==> src/rtl/vga_timing_pkg.sv <==
// rtl/vga_timing_pkg.sv - VGA 640x480 timing defaults and sync-receiver state encoding
package vga_timing_pkg;

  localparam int H_TOTAL_DEF      = 800;
  localparam int H_ACTIVE_DEF     = 640;
  localparam int H_SYNC_START_DEF = 656;
  localparam int V_TOTAL_DEF      = 525;
  localparam int V_ACTIVE_DEF     = 480;
  localparam int V_SYNC_START_DEF = 490;
  localparam int LOCK_LINES_DEF   = 4;

  // Samples without an hsync fall before the receiver abandons alignment.
  localparam int          PER_TIMEOUT = 1024;
  localparam logic [11:0] PER_MAX     = 12'hFFF;

  typedef enum logic [1:0] {
    ST_SEARCH  = 2'd0,
    ST_H_ALIGN = 2'd1,
    ST_V_ALIGN = 2'd2,
    ST_LOCKED  = 2'd3
  } vga_state_t;

  function automatic logic [9:0] wrap_inc(input logic [9:0] v, input int total);
    return (v == 10'(total - 1)) ? 10'd0 : v + 10'd1;
  endfunction

endpackage

==> src/rtl/vga_edge_det.sv <==
// rtl/vga_edge_det.sv - falling-edge detector on a sampled sync line, advanced only on i_ce
module vga_edge_det (
  input  logic clk,
  input  logic rst,
  input  logic i_ce,
  input  logic i_sig,
  output logic o_fall
);

  logic r_prev;

  always_ff @(posedge clk or posedge rst) begin
    if (rst) begin
      r_prev <= 1'b1;
    end else if (i_ce) begin
      r_prev <= i_sig;
    end
  end

  assign o_fall = i_ce && r_prev && !i_sig;

endmodule

==> src/rtl/vga_sync_rx.sv <==
// rtl/vga_sync_rx.sv - VGA sync receiver: locks hcnt/vcnt to incoming syncs and tags captured pixels
module vga_sync_rx
  import vga_timing_pkg::*;
#(
  parameter int H_TOTAL      = H_TOTAL_DEF,
  parameter int H_ACTIVE     = H_ACTIVE_DEF,
  parameter int H_SYNC_START = H_SYNC_START_DEF,
  parameter int V_TOTAL      = V_TOTAL_DEF,
  parameter int V_ACTIVE     = V_ACTIVE_DEF,
  parameter int V_SYNC_START = V_SYNC_START_DEF,
  parameter int LOCK_LINES   = LOCK_LINES_DEF
) (
  input  logic        clk,
  input  logic        rst,
  input  logic        pix_ce,
  input  logic        vga_hs,
  input  logic        vga_vs,
  input  logic [11:0] vga_i,
  output logic        pix_valid,
  output logic [9:0]  pix_x,
  output logic [9:0]  pix_y,
  output logic [11:0] pix_data,
  output logic        frame_start,
  output logic        locked,
  output logic        lock_lost,
  output logic [11:0] line_len
);

  logic        w_hs_fall, w_vs_fall;
  logic [9:0]  w_hpos, w_vpos;
  logic        w_hwrap, w_per_ok, w_vlen_ok, w_timeout, w_pix_valid;

  logic [9:0]  r_hcnt, r_vcnt;
  logic [11:0] r_per, r_lines, r_line_len;
  logic [7:0]  r_good;
  logic        r_vseen;
  vga_state_t  r_state;

  logic        r_pix_valid, r_frame_start, r_locked, r_lock_lost;
  logic [9:0]  r_pix_x, r_pix_y;
  logic [11:0] r_pix_data;

  vga_edge_det u_hs_det (
    .clk    (clk),
    .rst    (rst),
    .i_ce   (pix_ce),
    .i_sig  (vga_hs),
    .o_fall (w_hs_fall)
  );

  vga_edge_det u_vs_det (
    .clk    (clk),
    .rst    (rst),
    .i_ce   (pix_ce),
    .i_sig  (vga_vs),
    .o_fall (w_vs_fall)
  );

  // Position of the current sample: a sync fall pins it to the sync start.
  assign w_hpos      = w_hs_fall ? 10'(H_SYNC_START) : r_hcnt;
  assign w_vpos      = w_vs_fall ? 10'(V_SYNC_START) : r_vcnt;
  assign w_hwrap     = (w_hpos == 10'(H_TOTAL - 1));
  assign w_per_ok    = (r_per == 12'(H_TOTAL));
  assign w_vlen_ok   = (r_lines == 12'(V_TOTAL));
  assign w_timeout   = pix_ce && !w_hs_fall && (r_per == 12'(PER_TIMEOUT - 1));
  assign w_pix_valid = pix_ce && (r_state == ST_LOCKED) &&
                       (w_hpos < 10'(H_ACTIVE)) && (w_vpos < 10'(V_ACTIVE));

  always_ff @(posedge clk or posedge rst) begin
    if (rst) begin
      r_hcnt     <= '0;
      r_vcnt     <= '0;
      r_per      <= '0;
      r_line_len <= '0;
    end else if (pix_ce) begin
      r_hcnt <= wrap_inc(w_hpos, H_TOTAL);
      r_vcnt <= w_hwrap ? wrap_inc(w_vpos, V_TOTAL) : w_vpos;
      if (w_hs_fall) begin
        r_line_len <= r_per;
        r_per      <= 12'd1;
      end else begin
        if (r_per != PER_MAX) r_per <= r_per + 12'd1;
        if (w_timeout) r_line_len <= 12'(PER_TIMEOUT);
      end
    end
  end

  always_ff @(posedge clk or posedge rst) begin
    if (rst) begin
      r_state     <= ST_SEARCH;
      r_locked    <= 1'b0;
      r_lock_lost <= 1'b0;
      r_good      <= '0;
      r_lines     <= '0;
      r_vseen     <= 1'b0;
    end else if (pix_ce) begin
      if (w_hs_fall && r_lines != PER_MAX) r_lines <= r_lines + 12'd1;
      case (r_state)
        ST_SEARCH: begin
          if (w_hs_fall) begin
            r_state <= ST_H_ALIGN;
            r_good  <= '0;
          end
        end
        ST_H_ALIGN: begin
          if (w_timeout || (w_hs_fall && !w_per_ok)) begin
            r_state <= ST_SEARCH;
          end else if (w_hs_fall) begin
            if (r_good + 8'd1 == 8'(LOCK_LINES)) begin
              r_state <= ST_V_ALIGN;
              r_vseen <= 1'b0;
            end else begin
              r_good <= r_good + 8'd1;
            end
          end
        end
        ST_V_ALIGN: begin
          if (w_timeout || (w_hs_fall && !w_per_ok)) begin
            r_state <= ST_SEARCH;
          end else if (w_vs_fall) begin
            // Line count restarts at every vsync fall; a mismatched frame just re-aligns.
            r_vseen <= 1'b1;
            r_lines <= {11'd0, w_hs_fall};
            if (r_vseen && w_vlen_ok) begin
              r_state  <= ST_LOCKED;
              r_locked <= 1'b1;
            end
          end
        end
        ST_LOCKED: begin
          if (w_timeout || (w_hs_fall && !w_per_ok) || (w_vs_fall && !w_vlen_ok)) begin
            r_state     <= ST_SEARCH;
            r_locked    <= 1'b0;
            r_lock_lost <= 1'b1;
          end else if (w_vs_fall) begin
            r_lines <= {11'd0, w_hs_fall};
          end
        end
        default: begin
          r_state  <= ST_SEARCH;
          r_locked <= 1'b0;
        end
      endcase
    end
  end

  always_ff @(posedge clk or posedge rst) begin
    if (rst) begin
      r_pix_valid   <= 1'b0;
      r_frame_start <= 1'b0;
      r_pix_x       <= '0;
      r_pix_y       <= '0;
      r_pix_data    <= '0;
    end else begin
      r_pix_valid   <= w_pix_valid;
      r_frame_start <= w_pix_valid && (w_hpos == 10'd0) && (w_vpos == 10'd0);
      if (pix_ce) begin
        r_pix_x    <= w_hpos;
        r_pix_y    <= w_vpos;
        r_pix_data <= vga_i;
      end
    end
  end

  assign pix_valid   = r_pix_valid;
  assign pix_x       = r_pix_x;
  assign pix_y       = r_pix_y;
  assign pix_data    = r_pix_data;
  assign frame_start = r_frame_start;
  assign locked      = r_locked;
  assign lock_lost   = r_lock_lost;
  assign line_len    = r_line_len;

endmodule

==> config.mk <==
export PLATFORM = sky130hd
export DESIGN_NAME = vga_sync_rx
export DESIGN_NICKNAME = d
export VERILOG_FILES = /design/src/rtl/vga_timing_pkg.sv /design/src/rtl/vga_edge_det.sv /design/src/rtl/vga_sync_rx.sv
export SDC_FILE = /design/constraint.sdc
export NUM_CORES = 1
export LEC_CHECK = 0
export CAP_MARGIN = 15
export CELL_PAD_IN_SITES_DETAIL_PLACEMENT = 1
export CELL_PAD_IN_SITES_GLOBAL_PLACEMENT = 2
export CORE_ASPECT_RATIO = 2
export CORE_MARGIN = 2
export CORE_UTILIZATION = 36
export CTS_CLUSTER_DIAMETER = 200
export CTS_CLUSTER_SIZE = 12
export DETAILED_ROUTE_END_ITERATION = 12
export PLACE_DENSITY = 0.77
export SLEW_MARGIN = 30
export SYNTH_ARGS = -nofsm -noshare
export SYNTH_HDL_FRONTEND = slang
export SYNTH_HIERARCHICAL = 1
export SYNTH_SLANG_ARGS = --single-unit
==> constraint.sdc <==
create_clock -name clk -period 4.7 [get_ports clk]
set_input_delay 1.175 -clock clk [delete_from_list [all_inputs] [get_ports clk]]
set_output_delay 1.175 -clock clk [all_outputs]
set_load 0.01 [all_outputs]
==> key figures, run 1 <==
Yosys
  – Largest family of logic cells by synthesized area: simple AND/OR/NAND/NOR gates
  – Fraction of the mapped netlist area in simple logic gates: 0.220
  – Dominant cells by area after synthesis: sky130_fd_sc_hd__dfrtp_1 48%, sky130_fd_sc_hd__nor2_1 3.8%, sky130_fd_sc_hd__mux2_2 3.5%
  – Cell variety after synth: 67
  – Top FF cell, synth: sky130_fd_sc_hd__dfrtp_1
  – Post-synth top area share: 0.477
  – Cell type with the largest total area after synthesis: sky130_fd_sc_hd__dfrtp_1
  – XOR/XNOR share of the synthesized area: 0.0324
  – Avg Cell Area, Syn: slightly below 10 µm²
  – Flip-flop and latch count after synthesis: ~110
  – Number of warning messages in the yosys log: 6
  – Most frequent cell after synthesis: sky130_fd_sc_hd__dfrtp_1
  – Most used standard cells in the synthesized netlist: 103 x sky130_fd_sc_hd__dfrtp_1, 54 x sky130_fd_sc_hd__nor2_1, 48 x sky130_fd_sc_hd__nand2_1
  – Fraction of synthesized area in multiplexers: 0.0447
  – Synthesized instance count: 551
  – Synth Area in Compound Gates: 0.151
  – Arithmetic-cell share of the synthesized area counting full adders, half adders and majority gates: 0.0232
  – EDFF count, synth: 0
  – Syn Nets: 578
  – Netlist Area Pre-Place: between 0.005 and 0.006 mm²
  – Share of async-settable or async-resettable flops after synthesis: 1.00
  – Post-synthesis sequential area ratio: 0.487

Min path
  – Worst hold path depth: 1
  – Class of the most critical hold timing path: flip-flop to flip-flop
  – Hold Startpoint: lock_lost
  – WHS Endpoint: lock_lost

Routing
  – Number of design-rule violations left by the first detailed-router iteration: about 150
  – Post-Route WL: 14600 µm
  – Post-DR vias/cell: about 5.5
  – Number of nets with antenna violations after detailed routing: 0
  – Remaining DRCs: 0
  – Via count: 4431
  – Iteration count of the initial detailed-routing pass: 4
  – Average wire per standard cell: ~18 µm

Clock tree
  – Max Buffers Root-to-Sink: 2
  – Number of CTS-inserted buffers: 9
  – Clock transition at the registers of the reported paths: roughly 0.07 ns
  – Root buffer cell: sky130_fd_sc_hd__clkbuf_16
  – Number of levels the H-tree was split into: 3
  – Post CTS Setup Buffer Count: 0
  – Hold-fix buffers at CTS: 0
  – # clock sinks: about 110
  – TritonCTS clock tree: built
  – Number of gates given a new drive strength after cts: 0
  – Clock latency on the worst-skew pair: 0.35 ns

Die
  – Rows: 63
  – Height of the die: 177 µm
  – Placeable core area: 0.0147 mm²
  – Effective utilization at floorplan: 0.367
  – Width of the die: a little over 90 µm
  – Io pins: 65
  – Die Footprint: approximately 0.016 mm²

Placed design
  – GP Congestion: 0.792
  – Cell count after placement: 794
  – HPWL reported at the end of detailed placement: around 11000 µm
  – Count of port buffers added during placement: 64

Finish
  – Total area of multi-input combinational cells: between 0.002 and 0.003 mm²
  – Nets@finish: about 640
  – Fraction of final layout cells sized beyond drive strength 1: 0.106
  – Final Instance Count excl. Fillers: a little over 800
  – Antenna cell count: 0
  – Final cell utilization of the core: 0.443
  – Sequential cell area in the final layout: around 0.0026 mm²
  – FILL cells: around 1700
  – Synth-to-layout area growth: 20.8%

Global routing
  – Overall global routing resource usage: 0.191
  – GRT overflow: 0
  – First-pass GRT wire length: 24600 µm
  – Number of global-route vias before repair: 4866
  – Initial antenna violation count: 0
  – Pin count of the biggest net entering global routing: 61

STA
  – Final Hold Vio Count: 0
  – Tcrit/Tclk final: 0.846
  – Count of final max-slew check failures: 0
  – Accumulated negative setup slack: 0 ns
  – Setup repair after global routing missed its margin: false
  – Final setup violation count: 0
  – Clock Skew: 0.00757 ns
  – Slew headroom: 0.460
  – Minimum clock period after layout: 3.97 ns
  – Max Clock Freq: 252 MHz
  – Worst-Margin Slew: about 0.80 ns

Worst setup path
  – RR Endpoint: r_vcnt[9]
  – Startpoint class of the critical path: input pin
  – Most numerous cell on the critical path: sky130_fd_sc_hd__inv_1
  – Critical path data arrival time: 4.19 ns
  – Worst EP required: approximately 4.9 ns
  – Worst reg-to-reg setup slack: between 1.5 and 2 ns
  – CP max FO: 16
  – Register-to-Register Path Depth: 10
  – Buffers plus inverters on the worst setup path: 3
  – Stage delay of the slowest cell on the critical path: 0.64 ns
  – Kind of end point of the critical path: flip-flop
  – Cell type group with the largest total delay on the critical path: simple AND/OR/NAND/NOR gates
  – Cell breakdown of the critical path: clkdlybuf4s50_1 -> and3b_2 -> nand2b_1 -> inv_1 -> ha_1 -> inv_1 -> or4_4 -> o31ai_4 -> a211oi_1 -> o21ai_0 -> o41ai_1
  – CP max stage cell: sky130_fd_sc_hd__or4_4
  – Setup CP Type: input pin to flip-flop
  – Critical register-to-register path startpoint: u_hs_det/r_prev

Power
  – Pwr Density: 394 mW/mm²
  – VDD IR-drop max: 0.172 mV
  – Total power consumption of the routed design: roughly 2.6 mW
  – Leak: 2.86 nW

Flow run
  – Max-cap viol count: 0

Outcome
  – Run status: complete, no violations
-- power breakdown --
part	internal, mW	switching [mW]	leakage, nW
clock network	0.395	0.344	0.137
logic	0.302	0.300	1.37
registers	1.05	0.183	1.35
total	1.74	0.827	2.86
-- flip-flops by register name, indices dropped and copies added (netlist names) --
name	flops
line_len	12
pix_data	12
r_lines	12
r_per	12
pix_x	10
pix_y	10
r_hcnt	10
r_vcnt	10
r_good	8
r_state	2
frame_start	1
lock_lost	1
locked	1
pix_valid	1
r_vseen	1
u_hs_det/r_prev	1
u_vs_det/r_prev	1
-- stage by stage --
stage	worst slack, ns	hold slack [ns]	cell area, µm²
4_1_cts	0.706	0.477	6530
2_1_floorplan	0.821	0.450	5400
3_5_place_dp	0.350	0.462	6230
6_report	0.726	0.472	6530
5_1_grt	0.450	0.502	6530
3_3_place_gp	0.481	0.463	6230
-- placed cells by master (no fill, tap or decap), drive strengths merged, types with 10 or more instances in the layout --
cell and n:
a21oi 25, a22o 15, and3 10, buf 10, clkbuf 12, clkdlybuf4s50 63
dfrtp 103, ha 10, inv 31, mux2 19, nand2 48, nand2b 11
nand3 27, nor2 55, nor3 12, o21ai 34, xor2 17
-- cells by family (layout without fill, tap and decap cells) --
| family | after synthesis | count (layout) |
|---|---|---|
| buffers and inverters | 54 | 118 |
| and+or+nand+nor | 222 | 222 |
| muxes | 21 | 21 |
| AOI/OAI and AO/OA | 119 | 119 |
| DFF | 105 | 105 |
| xor gates and xnor gates | 20 | 20 |
| adders and majority gates | 10 | 10 |
-- metal layers --
layer	part of all wire	up-vias	track usage
li1	-	2093	-
met5	0	-	0
met1	0.37	2239	0.196
met4	0.027	0	0.0853
met2	0.57	75	0.376
met3	0.024	24	0.0251
-- worst max-delay path by stage --
stage | from | end | cells after the start
final | vga_hs | r_vcnt[9] | 11
after global routing | vga_hs | r_vcnt[5] | 11
after CTS | vga_hs | r_vcnt[9] | 11
after detailed placement | vga_hs | r_vcnt[5] | 11
after global placement | vga_hs | r_vcnt[5] | 11
after floorplan | rst | frame_start | 1
-- area by class of cell --
class | instances | share of cell area
inverters | 29 | 0.0171
clock inverters | 4 | 0.00537
clock buffers | 12 | 0.0393
flip-flops and latches | 105 | 0.403
multi-input cells | 392 | 0.390
repair buffers | 73 | 0.108
well taps | 195 | 0.0374
(Power assumes the default switching activity.)
==> run 2, diff against run 1 <==
- clock period: 4.7 -> 3.9 ns (I/O delays scaled with it)
==> key figures, run 2 (synthesis gave the netlist of run 1 again) <==
Outcome
  – Run status: complete, no violations

Clock tree
  – Number of levels the H-tree was split into: 3 (unchanged)
  – TritonCTS clock tree: built
  – Post CTS Setup Buffer Count: 0 (unchanged)
  – Number of CTS-inserted buffers: 9 (unchanged)
  – Max Buffers Root-to-Sink: 2 (unchanged)
  – Clock transition at the registers of the reported paths: 0.07 ns (about the same)
  – Hold-fix buffers at CTS: 0 (unchanged)
  – Clock latency on the worst-skew pair: 0.36 ns (about the same)
  – Root buffer cell: sky130_fd_sc_hd__clkbuf_16
  – # clock sinks: 105 (unchanged)
  – Number of gates given a new drive strength after cts: 0 (unchanged)

STA
  – Worst-Margin Slew: 0.750 ns (-0.0495 ns)
  – Final setup violation count: 0 (unchanged)
  – Setup repair after global routing missed its margin: false
  – Accumulated negative setup slack: 0 ns (unchanged)
  – Count of final max-slew check failures: 0 (unchanged)
  – Slew headroom: 0.497 (+0.0364)
  – Max Clock Freq: 284 MHz
  – Tcrit/Tclk final: 0.902
  – Clock Skew: 0.00657 ns (-0.00101 ns)
  – Minimum clock period after layout: about 3.5 ns
  – Final Hold Vio Count: 0 (unchanged)
  – Worst hold slack: 0.491 ns (+0.0192 ns)

Min path
  – Worst hold path depth: 2 (+1)
  – Class of the most critical hold timing path: flip-flop to flip-flop

Finish
  – Synth-to-layout area growth: 22.0%
  – Nets@finish: 641 (+0.63%)
  – Commonest non-fill, non-tap cells in the layout: 103 x sky130_fd_sc_hd__dfrtp_1, 63 x sky130_fd_sc_hd__clkdlybuf4s50_1, 54 x sky130_fd_sc_hd__nor2_1
  – Fraction of final layout cells sized beyond drive strength 1: 0.111 (+0.00578)
  – Commonest non-fill, non-tap cell in the layout: sky130_fd_sc_hd__dfrtp_1
  – Final Instance Count excl. Fillers: 814 (+0.49%)
  – Antenna cell count: 0 (unchanged)

Routing
  – Via count: 4474 (+0.97%)
  – Number of nets with antenna violations after detailed routing: 0 (unchanged)
  – Post-DR vias/cell: 5.50 (+0.47%)
  – Post-Route WL: 14800 µm (+1.1%)
  – Average wire per standard cell: 18.1 µm (+0.61%)
  – Iteration count of the initial detailed-routing pass: 4 (unchanged)
  – Number of design-rule violations left by the first detailed-router iteration: 106 (-28%)
  – Remaining DRCs: 0 (unchanged)

Power
  – Pwr Density: 479 mW/mm² (+22%)
  – Leak: 2.90 nW (+1.4%)
  – VDD IR-drop max: 0.238 mV (+39%)

Die
  – Rows: 63 (unchanged)
  – Placeable core area: 0.0147 mm² (unchanged)
  – Width of the die: 90.6 µm (unchanged)
  – Height of the die: 177 µm (unchanged)
  – Io pins: 65 (unchanged)
  – Die Footprint: 0.0161 mm² (unchanged)
  – Effective utilization at floorplan: 0.367 (unchanged)

Worst setup path
  – CP max FO: 15 (-1)
  – Critical path data arrival time: 3.75 ns (-0.44 ns)
  – Kind of end point of the critical path: flip-flop
  – Setup CP Type: input pin to flip-flop
  – Register-to-Register Path Depth: 8 (-2)
  – Worst EP required: 4.13 ns (-0.79 ns)
  – Startpoint class of the critical path: input pin

Flow run
  – Max-cap viol count: 0 (unchanged)

Global routing
  – Pin count of the biggest net entering global routing: 58 (-4.9%)
  – Number of global-route vias before repair: 4961 (+2.0%)
  – Initial antenna violation count: 0 (unchanged)
  – GRT overflow: 0 (unchanged)
  – Overall global routing resource usage: 0.195 (+0.00396)
  – First-pass GRT wire length: 25100 µm (+2.1%)

Placed design
  – GP Congestion: 0.801 (+1.1%)
  – HPWL reported at the end of detailed placement: 10800 µm (+1.7%)
  – Cell count after placement: 798 (+0.50%)
  – Count of port buffers added during placement: 64 (unchanged)
[run 2: stage by stage]
stage	power [mW]	instance area, µm²	utilization	worst slack [ns]
floorplan	1.89	5400	-	0.221
global placement	2.20	6290	0.427	0.0867
detailed placement	2.24	6290	0.427	0.00867
CTS	3.20	6590	0.447	0.383
global route	3.35	6590	0.447	0.242
finish	3.16	6590	0.447	0.381
[run 2: final cells by class]
cell class              count  area, µm²
multi-input cells         392       2550
fillers                  1698       8150
repair buffers             77        758
inverters                  29        111
clock inverters             5       61.3
well taps                 195        244
flip-flops and latches    105       2630
clock buffers              11        243
[run 2: where the power goes]
part           switching, mW  internal [mW]
Combinational          0.363          0.371
Sequential             0.225           1.26
Clock                  0.420          0.521
[run 2: per-layer routing]
layer	part of all wire	track usage	vias up
met5	0	0	-
met4	0.017	0.0686	0
met3	0.022	0.0256	13
met2	0.58	0.385	63
met1	0.38	0.206	2294
li1	-	-	2104
[run 2: critical path, stage by stage]
cell and delay (ns):
sky130_fd_sc_hd__clkdlybuf4s50_1 0.47, sky130_fd_sc_hd__and3b_2 0.24, sky130_fd_sc_hd__or4_4 0.56, sky130_fd_sc_hd__or4_4 0.62, sky130_fd_sc_hd__o31ai_4 0.36, sky130_fd_sc_hd__buf_12 0.18
sky130_fd_sc_hd__a211oi_1 0.05, sky130_fd_sc_hd__o21ai_0 0.18, sky130_fd_sc_hd__o41ai_1 0.10
[run 2: path summary, 6_finish.rpt]
kind	startpoint	end	slack, ns
min reg2reg	line_len[0]	line_len[0]	0.49
max reg2reg	u_hs_det/r_prev	r_vcnt[9]	1.12
min in group asynchronous	rst	u_vs_det/r_prev	1.02
max in group asynchronous	rst	pix_data[6]	2.01
max	vga_hs	r_vcnt[9]	0.38
min	line_len[0]	line_len[0]	0.49
==> run 3, diff against run 2 <==
- CAP_MARGIN: 15 -> unset
- REMOVE_ABC_BUFFERS: unset -> 1
==> key figures, run 3 (synthesis gave the netlist of run 1 again) <==
STA
  – Clock Skew: 0.00758 ns (+0.00101 ns)
  – Worst-Margin Slew: 0.816 ns (+0.0662 ns)
  – Count of final max-slew check failures: 0 (unchanged)
  – Setup repair after global routing missed its margin: false
  – Tcrit/Tclk final: 0.899 (-0.00376)
  – PnR worst setup slack: 0.395 ns (+0.0147 ns)
  – Final Hold Vio Count: 0 (unchanged)
  – Final setup violation count: 0 (unchanged)
  – Accumulated negative setup slack: 0 ns (unchanged)
  – Worst hold slack: 0.484 ns (-0.00728 ns)
  – Max Clock Freq: 285 MHz (+0.42%)
  – Slew headroom: 0.449 (-0.0476)
  – Minimum clock period after layout: 3.50 ns (-0.0147 ns)

Clock tree
  – # clock sinks: 105 (unchanged)
  – Hold-fix buffers at CTS: 0 (unchanged)
  – TritonCTS clock tree: built
  – Clock latency on the worst-skew pair: 0.36 ns (about the same)
  – Number of levels the H-tree was split into: 3 (unchanged)
  – Number of CTS-inserted buffers: 9 (unchanged)
  – Max Buffers Root-to-Sink: 2 (unchanged)
  – Clock transition at the registers of the reported paths: 0.07 ns (about the same)
  – Post CTS Setup Buffer Count: 0 (unchanged)
  – Number of gates given a new drive strength after cts: 0 (unchanged)
  – Root buffer cell: sky130_fd_sc_hd__clkbuf_16

Worst setup path
  – Worst reg-to-reg setup slack: 1.12 ns (about the same)
  – Worst EP required: 4.12 ns (about the same)
  – CP max FO: 17 (+2)
  – Startpoint class of the critical path: input pin
  – Register-to-Register Path Depth: 8 (unchanged)
  – RR Endpoint: r_vcnt[6]
  – Kind of end point of the critical path: flip-flop
  – Setup CP Type: input pin to flip-flop
  – Critical register-to-register path startpoint: u_hs_det/r_prev
  – Critical path data arrival time: 3.73 ns (-0.02 ns)

Power
  – Proportion of power drawn by the clock network: 0.302 (+0.004)
  – Leak: 2.89 nW (-0.12%)
  – Total power consumption of the routed design: 3.17 mW (+0.37%)
  – VDD IR-drop max: 0.221 mV (-7.4%)
  – Flop pwr share: 0.468 (-0.002)
  – Internal power summed over all cells: 2.19 mW (+1.7%)
  – Share of power burned in combinational logic: 0.229 (-0.003)
  – Net switching fraction of the power: 0.310 (-0.00890)
  – Switching power of the nets: 983 µW (-2.4%)
  – Pwr Density: 480 mW/mm² (+0.27%)

Finish
  – Fraction of final layout cells sized beyond drive strength 1: 0.108 (-0.00306)
  – Nets@finish: 642 (+0.16%)
  – Synth-to-layout area growth: 22.2% (about the same)
  – Final cell utilization of the core: 0.448 (about the same)
  – Design area: 0.00660 mm² (about the same)
  – FILL cells: 1688 (-0.59%)
  – Commonest non-fill, non-tap cells in the layout: 103 x sky130_fd_sc_hd__dfrtp_1, 63 x sky130_fd_sc_hd__clkdlybuf4s50_1, 54 x sky130_fd_sc_hd__nor2_1
  – Commonest non-fill, non-tap cell in the layout: sky130_fd_sc_hd__dfrtp_1
  – Final Instance Count excl. Fillers: 814 (unchanged)

Placed design
  – Worst slack at placement: 0.0180 ns (+0.00932 ns)
  – HPWL reported at the end of detailed placement: 10700 µm (-1.0%)
  – Cell count after placement: 799 (+0.13%)
  – Count of port buffers added during placement: 64 (unchanged)
  – Placed cell areas: 0.00630 mm² (+0.12%)
  – GP Congestion: 0.790 (-1.3%)

Outcome
  – Run status: complete, no violations

Min path
  – WHS Endpoint: r_vseen
  – Class of the most critical hold timing path: flip-flop to flip-flop
  – Worst hold path depth: 1 (-1)
  – Hold Startpoint: r_vseen

Global routing
  – Pin count of the biggest net entering global routing: 46 (-21%)
  – Number of global-route vias before repair: 4848 (-2.3%)
  – GRT overflow: 0 (unchanged)
  – Overall global routing resource usage: 0.190 (-0.00432)
  – First-pass GRT wire length: 24300 µm (-3.1%)
  – Initial antenna violation count: 1 (+1)

Die
  – Die Footprint: 0.0161 mm² (unchanged)
  – Io pins: 65 (unchanged)
  – Placeable core area: 0.0147 mm² (unchanged)
  – Effective utilization at floorplan: 0.367 (unchanged)
  – Rows: 63 (unchanged)
  – Width of the die: 90.6 µm (unchanged)
  – Height of the die: 177 µm (unchanged)

Flow run
  – Max-cap viol count: 0 (unchanged)

Routing
  – Number of design-rule violations left by the first detailed-router iteration: 144 (+36%)
  – Remaining DRCs: 0 (unchanged)
  – Post-Route WL: 14500 µm (-2.1%)
  – Via count: 4401 (-1.6%)
  – Post-DR vias/cell: 5.41 (-1.6%)
  – Iteration count of the initial detailed-routing pass: 4 (unchanged)
  – Number of nets with antenna violations after detailed routing: 0 (unchanged)
  – Average wire per standard cell: 17.8 µm (-2.1%)
==> run 3: cell types whose count changed in the layout (fill, tap and decap cells not counted), sizes merged <==
cell      change
clkinvlp      +1
buf           +1
diode         +1
inv           -2
clkinv        -2
bufinv        +1
==> run 3: layer usage <==
metal,routed length (µm),up-vias,GRT usage,share of wire
met5,0,-,0,0
met4,405,0,0.0936,0.028
met3,258,26,0.0294,0.018
met2,8220,45,0.362,0.57
met1,5570,2232,0.201,0.39
li1,-,2098,-,-
==> run 3: worst max-delay path: stages <==
cell                              delay [ns]
sky130_fd_sc_hd__clkdlybuf4s50_1        0.47
sky130_fd_sc_hd__and3b_2                0.24
sky130_fd_sc_hd__or4_4                  0.56
sky130_fd_sc_hd__or4_4                  0.63
sky130_fd_sc_hd__o31ai_4                0.31
sky130_fd_sc_hd__buf_12                 0.18
sky130_fd_sc_hd__a31oi_1                0.04
sky130_fd_sc_hd__o21ai_0                0.18
sky130_fd_sc_hd__o21ai_0                0.14
==> run 3: layout make-up <==
cell class	count	area (µm²)	area share
well taps	195	244	0.0370
clock buffers	11	233	0.0353
diodes	1	2.50	0.000379
clock inverters	3	67.6	0.0102
inverters	29	111	0.0169
repair buffers	78	766	0.116
flip-flops and latches	105	2630	0.398
multi-input cells	392	2550	0.386
==> run 3: power by group through the flow <==
| stage | Sequential, mW | Clock, mW | Combinational (mW) |
|---|---|---|---|
| 2_1_floorplan | 1.47 | 0 | 0.405 |
| 3_3_place_gp | 1.50 | 0 | 0.710 |
| 3_5_place_dp | 1.51 | 0 | 0.735 |
| 4_1_cts | 1.49 | 0.995 | 0.741 |
| 5_1_grt | 1.52 | 1.03 | 0.816 |
| 6_report | 1.49 | 0.958 | 0.727 |
==> run 3: worst max path at each step <==
| stage | endpoint | from | slack (ns) |
|---|---|---|---|
| 6_report | r_vcnt[6] | vga_hs | 0.40 |
| 5_1_grt | r_vcnt[7] | vga_hs | 0.27 |
| 4_1_cts | r_vcnt[6] | vga_hs | 0.39 |
| 3_5_place_dp | r_vcnt[6] | vga_hs | 0.02 |
| 3_3_place_gp | r_vcnt[7] | vga_hs | 0.09 |
| 2_1_floorplan | frame_start | rst | 0.22 |
==> RTL edit, RTL diff (flow settings as in run 2) <==
Reset style: synchronous (`rst`), changed in 4 clocked blocks.
--- a/src/rtl/vga_edge_det.sv
+++ b/src/rtl/vga_edge_det.sv
@@ -11,3 +11,3 @@
 
-  always_ff @(posedge clk or posedge rst) begin
+  always_ff @(posedge clk) begin
     if (rst) begin
--- a/src/rtl/vga_sync_rx.sv
+++ b/src/rtl/vga_sync_rx.sv
@@ -68,3 +68,3 @@
 
-  always_ff @(posedge clk or posedge rst) begin
+  always_ff @(posedge clk) begin
     if (rst) begin
@@ -87,3 +87,3 @@
 
-  always_ff @(posedge clk or posedge rst) begin
+  always_ff @(posedge clk) begin
     if (rst) begin
@@ -146,3 +146,3 @@
 
-  always_ff @(posedge clk or posedge rst) begin
+  always_ff @(posedge clk) begin
     if (rst) begin
Function: differs if rst is asserted again (counterexample within 4 cycles, from zero or initial values and one cycle with rst high); with rst held inactive, the same outputs for 4 cycles.
==> RTL edit against run 2 <==
Routed wire length up 4.8%. Sequential cell count unchanged. Utilization up 0.56 points. Non-clock buffer count up 2. Synthesized cell count up 9.6%. Cell count up 0.61%. Design area down 7.7%. Synthesized area down 8.4%. First-iteration DRC count up 77%. Worst setup slack better by 0.029 ns.
Power is not compared: it rests on default switching activity, and its combinational part moved more than twofold at a synthesized area within 25%.
==> RTL edit: results (changes against run 2) <==
Final layout
  – Post-layout nets: 686 (+7.0%)
  – Share of cells above drive strength 1: 0.0663 (-0.0452)

GRT
  – Global-route wire length before repair: 26.0 mm (+3.7%)
  – Vias in the first global route: 5,031 (+1.4%)
  – Pin count of the biggest net entering global routing: 77 (+33%)
  – All-Layer GR Usage: 0.221 (+0.0265)

Critical path
  – Crit Path Max Fanout: 5 (-10)
  – Critical-path top delay cell: nor4_1
  – Worst r2r dst: r_lines[1]
  – Delay of the slowest cell on the worst path: 0.56 ns (-0.06 ns)
  – Worst path arrival time: 3.69 ns (-0.06 ns)
  – Reg2Reg Setup Slack: 1.23 ns (+0.11 ns)
  – RR Startpoint: r_lines[0]

Synthesis
  – Count of different cell masters after synthesis: 62 (-7.5%)
  – Post-Synth Adder-Cell Area: 0.0253 (+0.00211)
  – Compound-Gate Fraction of Synth Area: 0.185 (+0.0340)
  – Commonest cells in the netlist: 105 x dfxtp_1, 101 x nor2_1, 51 x nand2_1
  – XOR/XNOR share of the synthesized area: 0.0354 (+0.00296)
  – Top cells by area, synth: dfxtp_1 42%, nor2_1 7.7%, a21oi_1 3.9%
  – Asr flop ratio synth: 0 (-1.00)

Timing
  – Worst slew margin: 0.434 (-0.0623)

Placement
  – Dpl hpwl: 11.1 mm (+3.1%)
  – RePlAce Congestion: 0.824 (+2.8%)
  – Pre-CTS setup slack: 0.0631 ns (+0.0545 ns)

Routing
  – DRT Wirelength: 15.5 mm (+4.8%)
  – First DRT Iteration DRCs: 188 (+77%)
  – Via count: 4,739 (+5.9%)

Min path
  – Hold_sp: line_len[10]

Run status
  – Outcome: finished clean
==> RTL edit: changes by cell type in the layout (fill, tap and decap cells not counted), sizes merged, moves of 14 or more <==
cell,before,now
mux2,19,0
a211oi,2,16
dfxtp,0,105
nand4,9,23
a21oi,25,39
dfrtp,103,0
nor2,55,101
==> RTL edit: stage by stage <==
step / cell area, sq um / utilization / total power [uW] / hold slack [ns] / instances
floorplan: 4950 / - / 1260 / 0.436 / 604
global placement: 5750 / 0.428 / 1350 / 0.450 / 803
detailed placement: 5750 / 0.428 / 1360 / 0.459 / 803
CTS: 6090 / 0.453 / 2400 / 0.473 / 819
global route: 6090 / 0.453 / 2460 / 0.495 / 819
finish: 6090 / 0.453 / 2360 / 0.470 / 819
==> RTL edit: routing by layer <==
layer	vias up	global-route usage	share of wire
met3	25	0.0325	0.026
met4	0	0.0863	0.025
met1	2343	0.237	0.38
met5	-	0	0
li1	2277	-	-
met2	94	0.419	0.57
==> RTL edit: final cells by class <==
cell class                      instances  area [sq um]  share of cell area
Inverter                               18          67.6              0.0111
Timing Repair Buffer                   79           743               0.122
Clock buffer                            9           225              0.0370
Clock inverter                          7           109              0.0179
Sequential cell                       105          2100               0.345
Tap cell                              155           194              0.0319
Multi-Input combinational cell        446          2650               0.435
==> RTL edit: worst max path at each step <==
| stage | start | to | slack, ns | cells past startpoint |
|---|---|---|---|---|
| after floorplan | vga_vs | r_vcnt[8] | 0.66 | 12 |
| after global routing | vga_hs | r_vcnt[8] | 0.14 | 12 |
| after CTS | vga_hs | r_vcnt[8] | 0.42 | 12 |
| after detailed placement | vga_hs | r_vcnt[8] | 0.06 | 12 |
| after global placement | vga_hs | r_vcnt[8] | 0.13 | 12 |
| final | vga_hs | r_vcnt[8] | 0.41 | 12 |
==> RTL edit: cells by family after synthesis <==
group	Yosys count
xor+xnor	20
mux	15
fa+ha+maj	10
compound gates	138
simple gates	263
flops	105
buf+inv	53
==> RTL edit: worst reg2reg max path, cell delays in order, from the launching register on <==
cell      delay [ns]
dfxtp_1         0.46
ha_1            0.19
or4bb_1         0.47
or4_1           0.63
nand2_1         0.18
nand4_1         0.15
nand2_1         0.36
a211oi_1        0.09
==> RTL edit: where the power goes <==
group | switching, uW | leakage [uW] | internal, uW | total, uW
registers | 23.3 | 0.000853 | 1100 | 1120
logic | 120 | 0.00115 | 90.7 | 211
clock network | 452 | 0.000164 | 579 | 1030
